<file path="src/rtl/data_memory_lsu.sv">
// Data memory with a RISC-V load/store front end: sized accesses, byte-lane
// writes, fixed wait states, req/ready/done handshake and fault reporting.

// One byte lane of the word array; zero at time 0, never cleared by reset.
module dmem_lane #(
  parameter int DEPTH = 64,
  localparam int IW = $clog2(DEPTH)
) (
  input  logic          clk,
  input  logic          we,
  input  logic [IW-1:0] idx,
  input  logic [7:0]    wd,
  output logic [7:0]    rd
);
  logic [7:0] mem [DEPTH] = '{default: 8'h00};

  // byte write on the commit edge
  always_ff @(posedge clk)
    if (we) mem[idx] <= wd;

  assign rd = mem[idx];
endmodule

module data_memory_lsu #(
  parameter int ADDR_WIDTH  = 32,
  parameter int DEPTH_WORDS = 64,
  parameter int WAIT_STATES = 1
) (
  input  logic                  clk,
  input  logic                  rst,
  input  logic                  req,
  input  logic                  we,
  input  logic [2:0]            funct3,
  input  logic [ADDR_WIDTH-1:0] addr,
  input  logic [31:0]           wdata,
  output logic                  ready,
  output logic                  done,
  output logic                  fault,
  output logic [31:0]           rdata
);
  localparam int IW = $clog2(DEPTH_WORDS);

  typedef struct packed {
    logic                  we;
    logic [2:0]            f3;
    logic [ADDR_WIDTH-1:0] addr;
    logic [31:0]           wdata;
  } req_t;

  typedef enum logic [1:0] {S_IDLE, S_WAIT, S_ACCESS} state_t;

  state_t          state, state_nx;
  req_t            rq, cur;
  logic [3:0]      cnt;
  logic            accept, flt, wr_en;
  logic [IW-1:0]   idx;
  logic [1:0]      sub;
  logic [15:0]     half;
  logic [31:0]     ld;
  logic [3:0]      be;
  logic [3:0][7:0] rword, wword;

  assign accept = req && ready;
  assign ready  = (state == S_IDLE) && !rst;
  assign done   = (state == S_ACCESS);
  assign fault  = done && flt;

  // With zero wait states the load result is captured on the accept edge,
  // before the request register is loaded, so decode the live inputs in IDLE.
  assign cur = (state == S_IDLE) ? '{we: we, f3: funct3, addr: addr, wdata: wdata} : rq;
  assign idx = cur.addr[IW+1:2];
  assign sub = cur.addr[1:0];

  // fault decode: illegal funct3, misalignment, address beyond the array
  always_comb begin
    flt = 1'b0;
    if (cur.we) flt = (cur.f3 > 3'b010);
    else        flt = (cur.f3 == 3'b011) || (cur.f3[2:1] == 2'b11);
    if (cur.f3[1:0] == 2'b01 && sub[0])         flt = 1'b1;
    if (cur.f3[1:0] == 2'b10 && sub != 2'b00)   flt = 1'b1;
    if (|cur.addr[ADDR_WIDTH-1:IW+2])           flt = 1'b1;
  end

  // store lane enables and lane-replicated write data
  always_comb begin
    be    = 4'b1111;
    wword = cur.wdata;
    case (cur.f3[1:0])
      2'b00: begin be = 4'b0001 << sub; wword = {4{cur.wdata[7:0]}}; end
      2'b01: begin be = sub[1] ? 4'b1100 : 4'b0011; wword = {2{cur.wdata[15:0]}}; end
      default: ;
    endcase
  end

  assign wr_en = (state == S_ACCESS) && rq.we && !flt && !rst;

  genvar g;
  generate
    for (g = 0; g < 4; g++) begin : g_lane
      dmem_lane #(.DEPTH(DEPTH_WORDS)) u_lane (
        .clk (clk),
        .we  (wr_en && be[g]),
        .idx (idx),
        .wd  (wword[g]),
        .rd  (rword[g])
      );
    end
  endgenerate

  // load extract and sign/zero extension
  always_comb begin
    half = cur.addr[1] ? rword[3:2] : rword[1:0];
    case (cur.f3)
      3'b000:  ld = {{24{rword[sub][7]}}, rword[sub]};
      3'b001:  ld = {{16{half[15]}}, half};
      3'b100:  ld = {24'h0, rword[sub]};
      3'b101:  ld = {16'h0, half};
      default: ld = rword;
    endcase
  end

  // state register
  always_ff @(posedge clk or posedge rst)
    if (rst) state <= S_IDLE;
    else     state <= state_nx;

  // next state: IDLE -> WAIT (skipped when no wait states) -> ACCESS -> IDLE
  always_comb begin
    state_nx = state;
    case (state)
      S_IDLE:   if (accept) state_nx = (WAIT_STATES == 0) ? S_ACCESS : S_WAIT;
      S_WAIT:   if (cnt == 4'd1) state_nx = S_ACCESS;
      S_ACCESS: state_nx = S_IDLE;
      default:  state_nx = S_IDLE;
    endcase
  end

  // request latch and wait-state counter
  always_ff @(posedge clk or posedge rst)
    if (rst) begin
      rq  <= '0;
      cnt <= '0;
    end else if (accept) begin
      rq  <= cur;
      cnt <= 4'(WAIT_STATES);
    end else if (state == S_WAIT) begin
      cnt <= cnt - 4'd1;
    end

  // load result captured on the edge entering ACCESS; stores/faults leave it
  always_ff @(posedge clk or posedge rst)
    if (rst) rdata <= '0;
    else if (state != S_ACCESS && state_nx == S_ACCESS && !cur.we && !flt)
      rdata <= ld;
endmodule
</file>
<file path="config.mk">
export PLATFORM = sky130hd
export DESIGN_NAME = data_memory_lsu
export DESIGN_NICKNAME = d
export VERILOG_FILES = /design/src/rtl/data_memory_lsu.sv
export SDC_FILE = /design/constraint.sdc
export NUM_CORES = 2
export LEC_CHECK = 0
export CORE_MARGIN = 3
export CORE_UTILIZATION = 50
export DETAILED_ROUTE_END_ITERATION = 12
export PLACE_DENSITY = 0.73
export SYNTH_ARGS = -nofsm -noshare
export SYNTH_HDL_FRONTEND = slang
export SYNTH_HIERARCHICAL = 1
export SYNTH_SLANG_ARGS = --single-unit
</file>
<file path="constraint.sdc">
create_clock -name clk -period 5.3 [get_ports clk]
set_input_delay 1.06 -clock clk [delete_from_list [all_inputs] [get_ports clk]]
set_output_delay 1.06 -clock clk [all_outputs]
set_load 0.02 [all_outputs]
</file>
==> metrics.md <==
| Metric | Value |
|---|---|
| Antenna violations before repair | `6` |
| Number of enable flip-flop cells after synthesis | `a little over 2000` |
| Area Overhead vs Synth | `17.7%` |
| Clock sinks | `about 2200` |
| Top fanout value on the critical path | `28` |
| Number of standard cells in the final layout excluding fillers | `approximately 8500` |
| Total number of vias | `53300` |
| Transition time at the pin with the least slew margin | `around 1200 ps` |
| Number of max-cap violations | `0` |
| Kind of start point of the critical path | `flop` |
| Routed wire length | `~240 mm` |
| Net Switching | `~24 mW` |
| Pin count of the biggest net entering global routing | `65` |
| Setup repair after global routing missed its margin | `false` |
| 1st-iter DRT viols | `around 7000` |
| Post-synth design cell area | `a little under 90000 µm²` |
| Total power density per cell area | `617 nW/µm²` |
| Worst Path Required | `6000 ps` |
| Clock tree from TritonCTS | `yes` |
| Worst path arrival time | `about 5800 ps` |
| Global-route wire length before repair | `~350 mm` |
| Post-synthesis cell count | `about 5300` |
| Setup violations, final | `0` |
| Number of DRC violations after detailed routing | `0` |
| Share of total power in sequential cells | `a little over a third` |
| Placed instance count | `between 8000 and 9000` |
| Part of the power in the clock network | `around a quarter` |
| Clock tree skew after final layout | `about 34 ps` |
| Clock root buffer master | `clkbuf_16` |
| Site Rows | `around 150` |
| Die width | `423 µm` |
| Starting utilization of the core area | `between 50% and 60%` |
| Worst Setup SP | `state[0]` |
| Global-route usage over all layers | `26.6%` |
| Worst hold path startpoint | `rq[54]` |
| Grt ovf | `0` |
| Design internal power | `39.6 mW` |
| Chip Height | `423 µm` |
| Yosys warns | `6` |
| Remaining number of nets flagged by the antenna check after routing | `0` |
| Pre-CTS setup slack | `-231 ps` |
| Clock latency on the worst-skew pair | `roughly 850 ps` |
| Reg-to-reg startpoint | `state[0]` |
| Share of the cycle needed by the critical path after routing | `between 90% and 100%` |
| Worst VDD drop | `0.653 mV` |
| Clock slew at the register clock pins of the worst setup and hold paths | `around 60 ps` |
| Highest Signal Layer | `met4` |
| Flip-flop and latch count after synthesis | `2154` |
| Pwr Total | `~63 mW` |
| Routed length on met1 | `around 89 mm` |
| Mean routed wirelength per cell | `about 28 µm` |
| Commonest cells after routing, fill and taps aside | `edfxtp_1 (2048), buf_4 (716), nand2_1 (396), nor2_1 (358), mux2i_1 (277)` |
| Worst slew margin relative to its limit | `approximately 16%` |
| Standard cell core area | `about 170000 µm²` |
| Switching Fraction | `37.2%` |
| Proportion of layout cells with a drive suffix above 1 | `between 20% and 30%` |
| Combinational group share of total power | `about two fifths` |
| End-of-flow core utilization | `between 50% and 60%` |
| Setup WS post-layout | `249 ps` |
| Share of synthesized area occupied by flip-flops and latches | `about three quarters` |
| Peak Freq | `approximately 0.2 GHz` |
| Number of top-level pins | `about 110` |
| Maximum level of the CTS H-tree | `4` |
| Final worst path period need | `about 5100 ps` |
| Net count reported at finish | `around 6100` |
| Detailed-placement wirelength estimate | `about 160 mm` |
| RePlAce Congestion | `0.947` |
| Lkg Pwr | `between 30 and 40 nW` |
| Path type of the worst setup path | `flop to flop` |
| Via-per-instance ratio | `6.27` |
| Number of buffers inserted for hold repair after clock tree synthesis | `0` |
| Count of input and output buffers | `105` |
| Tightest Hold Check Type | `flop to flop` |
| Result of the run | `finished, final reports clean` |
| DR WL met3 | `24.2 mm` |
| Ys async rst share | `roughly 5%` |
| Via count of the first global-routing pass | `~53000` |
| Number of clock buffers inserted by TritonCTS | `between 200 and 250` |
| Number of distinct library cell variants in the gate-level netlist after synthesis | `73` |
| Die area | `179000 µm²` |
| Commonest non-fill, non-tap cell in the layout | `edfxtp_1` |
| First drt pass iteration count | `8` |
| Endpoint class of the critical path | `flop` |
| Average cell area after synthesis | `about 16 µm²` |
| Total nets after synthesis | `roughly 5400` |
| Number of buffers on the longest clock path | `3` |
| Primary flip-flop cell chosen by synthesis mapping | `edfxtp_1` |
| Post-CTS setup buffer count | `0` |
| Final-report hold violation count | `0` |
| Detail Route met2 WL | `between 100 and 150 mm` |
| Max-slew violation total from the final report | `0` |
[kinds of logic after synthesis]
family | Yosys count | synth area share, %
flops | 2154 | 73.8
simple gates | 1222 | 6.87
compound gates | 1013 | 8.65
mux | 516 | 8.42
buf+inv | 405 | 2.20
xor+xnor | 2 | 0.0202
fa+ha+maj | 2 | 0.0288
[area by class of cell]
type                       instances  area [µm²]
antenna                            5        12.5
clock buffer                     263        5620
clock inverter                   132        1240
fill                           12500       69800
inverter                          42         161
multi-input combinational       2755       21300
sequential                      2154       64200
tap                             2310        2890
timing repair buffer             849        7000
[Yosys cell counts (36+ instances only)]
cell type | number | area (µm²)
mux4_2 | 164 | 3690
o22ai_1 | 88 | 551
nand2b_1 | 99 | 619
edfxtp_1 | 2048 | 61500
and2_1 | 39 | 244
o22a_1 | 44 | 385
mux2i_1 | 286 | 2860
inv_1 | 42 | 158
a31oi_1 | 68 | 425
a221o_1 | 53 | 531
o21ai_0 | 42 | 210
nand2_1 | 403 | 1510
a22oi_1 | 161 | 1210
clkbuf_1 | 166 | 623
nor2b_1 | 36 | 225
and3_1 | 47 | 294
o221ai_1 | 36 | 315
a21oi_1 | 158 | 791
nand3b_1 | 50 | 375
a221oi_1 | 91 | 797
buf_2 | 133 | 666
a22o_1 | 40 | 350
dfrtp_1 | 106 | 2650
nor2_1 | 363 | 1360
[worst max-delay path, stage by stage, from the launching register on]
cell and delay (ps):
dfrtp_1 370, or2_2 500, nand2_1 200, nand2_4 210, buf_12 280, buf_12 200, inv_1 510, buf_4 330
mux2i_1 220, o22a_1 300, o311ai_0 210, buf_4 200, or4_1 470, nand2_1 110, a21oi_1 230, a221oi_1 370
o21ai_1 100
[per-stage QoR]
step                      setup TNS [ps]  hold WS, ps  instance area (µm²)
final                                  0          475               102000
after global routing                   0          488               102000
after CTS                              0          476               102000
after detailed placement           -1430          461                95400
after global placement              -455          457                95400
after floorplan                        0          445                86900
[registers in the layout (all words and copies together), names as in the netlist]
signal	count
cnt	4
g_lane.u_lane/mem	2048
rq	68
rdata	32
state	2
[power groups by stage]
stage | registers (mW) | logic [mW] | clock network [mW]
final | 23.1 | 25.2 | 14.8
after global placement | 23.4 | 24.0 | 0
after global routing | 23.1 | 26.4 | 15.7
after detailed placement | 23.5 | 24.6 | 0
after CTS | 23.1 | 24.7 | 14.9
after floorplan | 23.7 | 13.9 | 0
[routing by layer]
layer / global-route usage (%) / vias up
met5: 0 / -
met4: 14.5 / 0
met3: 5.21 / 639
met2: 41.5 / 3100
met1: 35.4 / 27000
li1: - / 22600
[path summary, 6_finish.rpt]
kind	slack, ps	cells after the start	endpoint
setup / recovery	250	16	rdata[3]
setup reg to reg	250	16	rdata[3]
hold reg to reg	470	2	rq[54]
hold / removal	470	2	rq[54]
min in group asynchronous	670	2	rq[56]
max in group asynchronous	2920	4	rq[29]
[what timing repair did]
action / 4_1_cts / 5_1_grt
endpoints found under the hold margin: 0 / 0
setup endpoints to repair: 0 / 1
gates resized for setup: 0 / 1
Note: power is estimated with default switching activity, not from simulation.
